<file path="config.mk">
export PLATFORM = sky130hd
export DESIGN_NAME = pic_fetch_unit
export DESIGN_NICKNAME = d
export VERILOG_FILES = /design/src/rtl/pic_fetch_unit.sv
export SDC_FILE = /design/constraint.sdc
export NUM_CORES = 1
export LEC_CHECK = 0
export CAP_MARGIN = 0
export CELL_PAD_IN_SITES_DETAIL_PLACEMENT = 0
export CELL_PAD_IN_SITES_GLOBAL_PLACEMENT = 2
export CORE_AREA = 10 10 113 217
export DETAILED_ROUTE_END_ITERATION = 10
export DIE_AREA = 0 0 123 227
export HOLD_SLACK_MARGIN = 0.03
export PLACE_DENSITY_LB_ADDON = 0.25
export SLEW_MARGIN = 5
export SYNTH_ARGS = -nofsm -noshare
export SYNTH_HDL_FRONTEND = slang
export SYNTH_SLANG_ARGS = --single-unit
</file>
<file path="constraint.sdc">
create_clock -name clk -period 4.13 [get_ports clk]
set_input_delay 1.0325 -clock clk [delete_from_list [all_inputs] [get_ports clk]]
set_output_delay 1.0325 -clock clk [all_outputs]
set_load 0.02 [all_outputs]
</file>
<file path="src/rtl/pic_fetch_unit.sv">
// rtl/pic_fetch_unit.sv - PIC16 fetch stage: PC, instruction register, return stack, pipeline flushes
// Optional: define PIC_STACK_FAULT_RESET_EN to restart at address 0 on stack overflow/underflow.
module pic_fetch_unit #(
    parameter int          PC_W        = 11,
    parameter int          STACK_DEPTH = 16,
    parameter logic [13:0] NOP_WORD    = 14'h0000
) (
    input  logic            clk,
    input  logic            rst_n,
    input  logic            stall_in,
    output logic [PC_W-1:0] Rom_addr_out,
    input  logic [13:0]     Rom_data_in,
    output logic [13:0]     ir_out,
    output logic            ir_valid_out,
    output logic [PC_W-1:0] ir_pc_out,
    input  logic            branch_in,
    input  logic            call_in,
    input  logic [PC_W-1:0] branch_target_in,
    input  logic            return_in,
    input  logic            skip_in,
    output logic            stk_ovf_out,
    output logic            stk_unf_out,
    output logic [4:0]      stk_cnt_out
);

    localparam int         SP_W      = $clog2(STACK_DEPTH);
    localparam logic [4:0] DEPTH_CNT = 5'(STACK_DEPTH);

    logic [PC_W-1:0] pc;
    logic [PC_W-1:0] stack_mem [STACK_DEPTH];
    logic [SP_W-1:0] wrptr;
    logic [4:0]      count;

    logic            ctrl_ok;
    logic            do_ret;
    logic            do_br;
    logic            do_push;
    logic            do_skip;
    logic            stk_full;
    logic            stk_empty;
    logic            fault;
    logic [PC_W-1:0] pop_addr;
    logic [PC_W-1:0] pc_inc;

    // Control inputs refer to the word in IR, so a bubble never acts on them.
    assign ctrl_ok   = ir_valid_out & ~stall_in;
    assign do_ret    = ctrl_ok & return_in;
    assign do_br     = ctrl_ok & branch_in & ~return_in;
    assign do_push   = do_br & call_in;
    assign do_skip   = ctrl_ok & skip_in & ~return_in & ~branch_in;
    assign stk_full  = (count == DEPTH_CNT);
    assign stk_empty = (count == 5'd0);
    assign pop_addr  = stack_mem[wrptr - SP_W'(1)];
    assign pc_inc    = pc + PC_W'(1);

`ifdef PIC_STACK_FAULT_RESET_EN
    assign fault = (do_push & stk_full) | (do_ret & stk_empty);
`else
    assign fault = 1'b0;
`endif

    assign Rom_addr_out = pc;
    assign stk_cnt_out  = count;

    // Stack storage carries no reset; only the pointer and count are cleared.
    always_ff @(posedge clk) begin
        if (do_push) begin
            stack_mem[wrptr] <= pc;
        end
    end

    always_ff @(posedge clk or negedge rst_n) begin
        if (!rst_n) begin
            pc           <= '0;
            ir_out       <= NOP_WORD;
            ir_valid_out <= 1'b0;
            ir_pc_out    <= '0;
            wrptr        <= '0;
            count        <= 5'd0;
            stk_ovf_out  <= 1'b0;
            stk_unf_out  <= 1'b0;
        end else if (!stall_in) begin
            ir_pc_out <= pc;
            if (fault) begin
                pc           <= '0;
                ir_out       <= NOP_WORD;
                ir_valid_out <= 1'b0;
                wrptr        <= '0;
                count        <= 5'd0;
                stk_ovf_out  <= stk_ovf_out | (do_push & stk_full);
                stk_unf_out  <= stk_unf_out | (do_ret & stk_empty);
            end else if (do_ret) begin
                pc           <= pop_addr;
                ir_out       <= NOP_WORD;
                ir_valid_out <= 1'b0;
                wrptr        <= wrptr - SP_W'(1);
                if (stk_empty) begin
                    stk_unf_out <= 1'b1;
                end else begin
                    count <= count - 5'd1;
                end
            end else if (do_br) begin
                pc           <= branch_target_in;
                ir_out       <= NOP_WORD;
                ir_valid_out <= 1'b0;
                if (call_in) begin
                    // A full stack wraps and silently drops its oldest return address.
                    wrptr <= wrptr + SP_W'(1);
                    if (stk_full) begin
                        stk_ovf_out <= 1'b1;
                    end else begin
                        count <= count + 5'd1;
                    end
                end
            end else if (do_skip) begin
                pc           <= pc_inc;
                ir_out       <= NOP_WORD;
                ir_valid_out <= 1'b0;
            end else begin
                pc           <= pc_inc;
                ir_out       <= Rom_data_in;
                ir_valid_out <= 1'b1;
            end
        end
    end

endmodule

</file>
Yosys cells after proc, flatten, opt, wreduce, memory -nomap -nowiden
Memories as Yosys holds them, arrays and structs flattened.
Cells that the tools add are included.
Widths: inputs -> output; s select.
{"block": "classes", "n_eq_ne": 3, "bitwise_logic": 12, "n_reduce_logical": 7, "n_mux": 18, "addsub": 5}
{"operator": "$mux 14", "count": 3}
{"operator": "$mux 5", "count": 5}
{"operator": "$mux 11", "count": 2}
{"operator": "$mux 4", "count": 3}
{"operator": "$add 11x1->11 const B", "count": 1}
{"operator": "$reduce_and 5->1", "count": 2}
{"operator": "$and 1x1->1", "count": 8}
{"operator": "$reduce_and 3->1", "count": 2}
{"operator": "$add 5x1->5 const B", "count": 1}
{"operator": "$eq 5x5->1 const B", "count": 1}
{"operator": "$logic_not 5->1", "count": 1}
{"operator": "$mux 1", "count": 5}
{"operator": "$sub 5x1->5 const B", "count": 1}
{"operator": "$add 4x1->4 const B", "count": 1}
{"operator": "$ne 2x2->1 const B", "count": 2}
{"operator": "$not 1->1", "count": 4}
{"operator": "$reduce_bool 2->1", "count": 2}
{"operator": "$sub 4x1->4 const B", "count": 1}
{"block": "word_totals", "ramBits": 176, "out_inout_bits": 44, "in_bits": 32, "ff_bits": 48, "memories": 1, "elab_cells": 54}
{"memory": "stack_mem", "words": 16, "width": 11, "rd": 1, "rd_clocked_by_memory_dff": 0, "wr": 1, "line_no": "30", "text": "logic [PC_W-1:0] stack_mem [STACK_DEPTH];"}

Depth between registers and ports, before layout
{"block": "logic_depth", "word_depth": 8, "ltp_mapped": 11}

Least setup slack after synthesis
Ideal clock, no wire load.
{"block": "synth_timing", "kind": "input port to flip-flop", "from": "input port branch_in", "to": "memory stack_mem[0][0], enable pin", "cell_stages": 5, "arrival_ps": 2677, "path_buffers": 1, "setup_time_ps": 393, "slack_ps": 1060, "path_cell_list": "clkbuf_1 -> nand2_1 -> nor4_4 -> nand2_1 -> nor3_1"}
{"block": "synth_via", "elab_chain_len": 5}
{"item": "from (decl)", "line_no": "16", "text": "input logic branch_in,"}
{"item": "$and 1x1->1 (2 in series)", "line_no": "48", "text": "assign do_br = ctrl_ok & branch_in & ~return_in;"}
{"item": "$and 1x1->1", "line_no": "49", "text": "assign do_push = do_br & call_in;"}
{"item": "$mux 1", "line_no": "67", "text": "if (do_push) begin"}
{"item": "$mux 1 (implied by the code)", "line_no": "68", "text": "stack_mem[wrptr] <= pc;"}
{"item": "to (decl)", "line_no": "30"}
Every way passes these cells.

Worst setup path in the final report
{"block": "layout_timing", "from": "register pc[5], in the netlist Rom_addr_out[5]", "to": "output port Rom_addr_out[5]"}
{"item": "from (decl)", "line_no": "29", "text": "logic [PC_W-1:0] pc;"}
{"item": "from (signal assigned)", "line_no": "93", "text": "pc <= pop_addr;"}
{"item": "from (signal assigned)", "line_no": "103", "text": "pc <= branch_target_in;"}
{"item": "from (signal assigned)", "line_no": "116", "text": "pc <= pc_inc;"}
{"item": "to (decl)", "line_no": "11", "text": "output logic [PC_W-1:0] Rom_addr_out,"}
No word-level cell between the ends.

==> out/qor.yml <==
outcome:
  status: "complete, no violations"
place:
  dpl_cell_area_um2: 10360
  port_buffers: 75
  gp_congestion: 0.8074
  hpwl_mm: 15.17
timing:
  skew_ns: 0.01416
  hold_violations: 0
  tns_ns: 0
  slew_violations: 0
  rsz0062_at_grt: "no"
  period_share_pct: 74.89
  maxSlewHeadroom_pct: 36.89
  max_freq_mhz: 323.3
  tightest_slew_ns: 0.9466
  setup_viol: 0
  min_period_ns: 3.093
die:
  die_w_um: 123
  pin_count: 76
  core_um2: 20930
  start_util_pct: 43.66
  dieArea_um2: 27920
  rows: 75
  die_y_um: 227
clock_network:
  cts_hold_buf: 0
  cts_tree: "built"
  cts_resized: 0
  cts.htree.levels: 1
  insertion_delay_ns: 0.51
  clockBufferDepth: 3
  numCtsBuffers: 21
  clock-root-buffer: "clkbuf_16"
  post_cts_buffers: 0
  clk_pin_slew_worst_paths_ns: 0.06
  cts.sinks: 224
global_routing:
  grt_max_degree: 50
  grt_overflow_total: 0
  grt_pass1_vias: 5391
  grt_pass1_wl_mm: 33.27
  antenna_found_initial: 0
  track_usage_pct: 16.01
detailed_routing:
  vias: 4961
  first_iter_violations: 323
  drc: 0
  drtPass1Iterations: 4
  wl_mm: 22.06
  avgViaCountPerCell: 5.599
  wl_per_cell_um: 24.90
  final_antenna_net_count: 0
synthesis:
  synth.top_cells.by_area: "edfxtp_1 (58%), dfrtp_1 (13%), mux4_2 (13%)"
  syn-instance-count: 499
  synthArstFlopShare_pct: 21.43
  yosysUniqueCellTypes: 54
  synth_edf_count: 176
  synth_seq_cells: 224
  syn_nets: 538
  synth_area_um2: 9136
  synth-warning-count: 0
  synth_top_area_cell: "edfxtp_1"
  synth.top_cell.area_share_pct: 57.85
  synth_ff_type: "edfxtp_1"
  syn-mean-instance-area_um2: 18.31
  yosysSeqAreaShare_pct: 70.99
critical_path:
  path_class: "reg2out"
  critical_path_arrival_ns: 2.06
  critPathMaxStageDelay_ns: 0.81
  crit_path_end_kind: "primary output"
  crit_slowest_cell: "dfrtp_1"
  cpLargestDelayFamily: "flip-flops"
  cp.required_ns: 3.10
  critPathBufInv: 1
  worst-path-max-fanout: 23
  start_kind: "flop"
  cp_cell_sequence: "clkdlybuf4s50_1"
final_layout:
  diodes: 0
  area_delta_synth_final_pct: 20.76
  fillers: 1700
  final_common_cell: "edfxtp_1"
  seqCellArea_um2: 6487
  final_core_util_pct: 52.72
  layout-drive-gt1-share_pct: 22.85
  multi_input_area_um2: 2492
  final_cell_area_um2: 11030
  nets: 644
  mostFrequentLayoutCells: "edfxtp_1 (176), clkdlybuf4s50_1 (73), mux4_2 (52), dfrtp_1 (47), buf_4 (33)"
hold_path:
  hold_class: "reg2reg"
pwr:
  power.total_mw: 7.984
  ir_drop_mv: 0.3401
  cellLeakagePower_nw: 3.793
  power_density_nw_per_um2: 723.6
run:
  drv_cap: 0
==> report_power, final <==
part           internal (mW)  total (mW)  leakage (nW)  switching [mW]
Clock                   1.11        1.92         0.329           0.803
Sequential              2.87        3.12          2.16           0.256
Combinational           1.41        2.95          1.30            1.54
Total                   5.39        7.98          3.79            2.60
==> sequential cells by signal, summed over array words and instances, names as in the netlist <==
name	count
Rom_addr_out	11
ir_out	14
ir_pc_out	11
ir_valid_out	1
stack_mem	176
stk_cnt_out	5
stk_ovf_out	1
stk_unf_out	1
wrptr	4
==> Yosys cell counts, types with 5 or more instances <==
library cell,instances
edfxtp_1,176
mux4_2,52
dfrtp_1,48
nand2_1,21
nor2_1,21
a21oi_1,17
a22o_1,15
clkbuf_1,13
mux2_2,11
buf_2,8
inv_1,8
o21ai_0,8
ha_1,7
nor3_1,7
xnor2_1,6
mux2i_1,5
nand3_1,5
or3_1,5
xor2_1,5
==> final cells by class <==
type	count	share of cell area, %
multi-input cells	239	22.59
inverters	10	0.3402
repair buffers	109	9.140
clock buffers	21	4.763
flip-flops and latches	224	58.80
clock inverters	14	1.315
well taps	269	3.051
==> metal layers <==
layer  wire length [um]  GRT usage, %
met5                  0             0
met4                845         7.626
met3               1080         2.333
met2              12230         29.31
met1               7903         17.52
==> per-stage QoR <==
step                      setup slack, ns  instances  hold slack [ns]
after global routing               0.8772        886           0.4900
after detailed placement           0.6441        851           0.4611
final                               1.037        886           0.4696
after global placement             0.6656        851           0.4583
after CTS                          0.9698        886           0.4762
after floorplan                     1.060        499           0.5909
==> cells by family (layout without fill, tap and decap cells) <==
group,after synthesis,count (layout),share of synthesized area [%]
flops,224,224,70.99
simple gates,76,76,4.245
compound gates,74,74,5.793
mux,69,69,14.85
buf+inv,36,154,1.753
xor+xnor,13,13,1.411
fa+ha+maj,7,7,0.9586
==> path summary, 6_finish.rpt <==
check,from,end,slack (ns),cells after the start
setup / recovery,Rom_addr_out[5],Rom_addr_out[5],1.04,1
hold / removal,stk_ovf_out,stk_ovf_out,0.47,1
setup reg to reg,wrptr[1],Rom_addr_out[10],1.47,6
hold reg to reg,stk_ovf_out,stk_ovf_out,0.47,1
max in group asynchronous,rst_n,ir_out[0],2.82,2
min in group asynchronous,rst_n,stk_cnt_out[4],0.55,1
(Power assumes the default switching activity.)
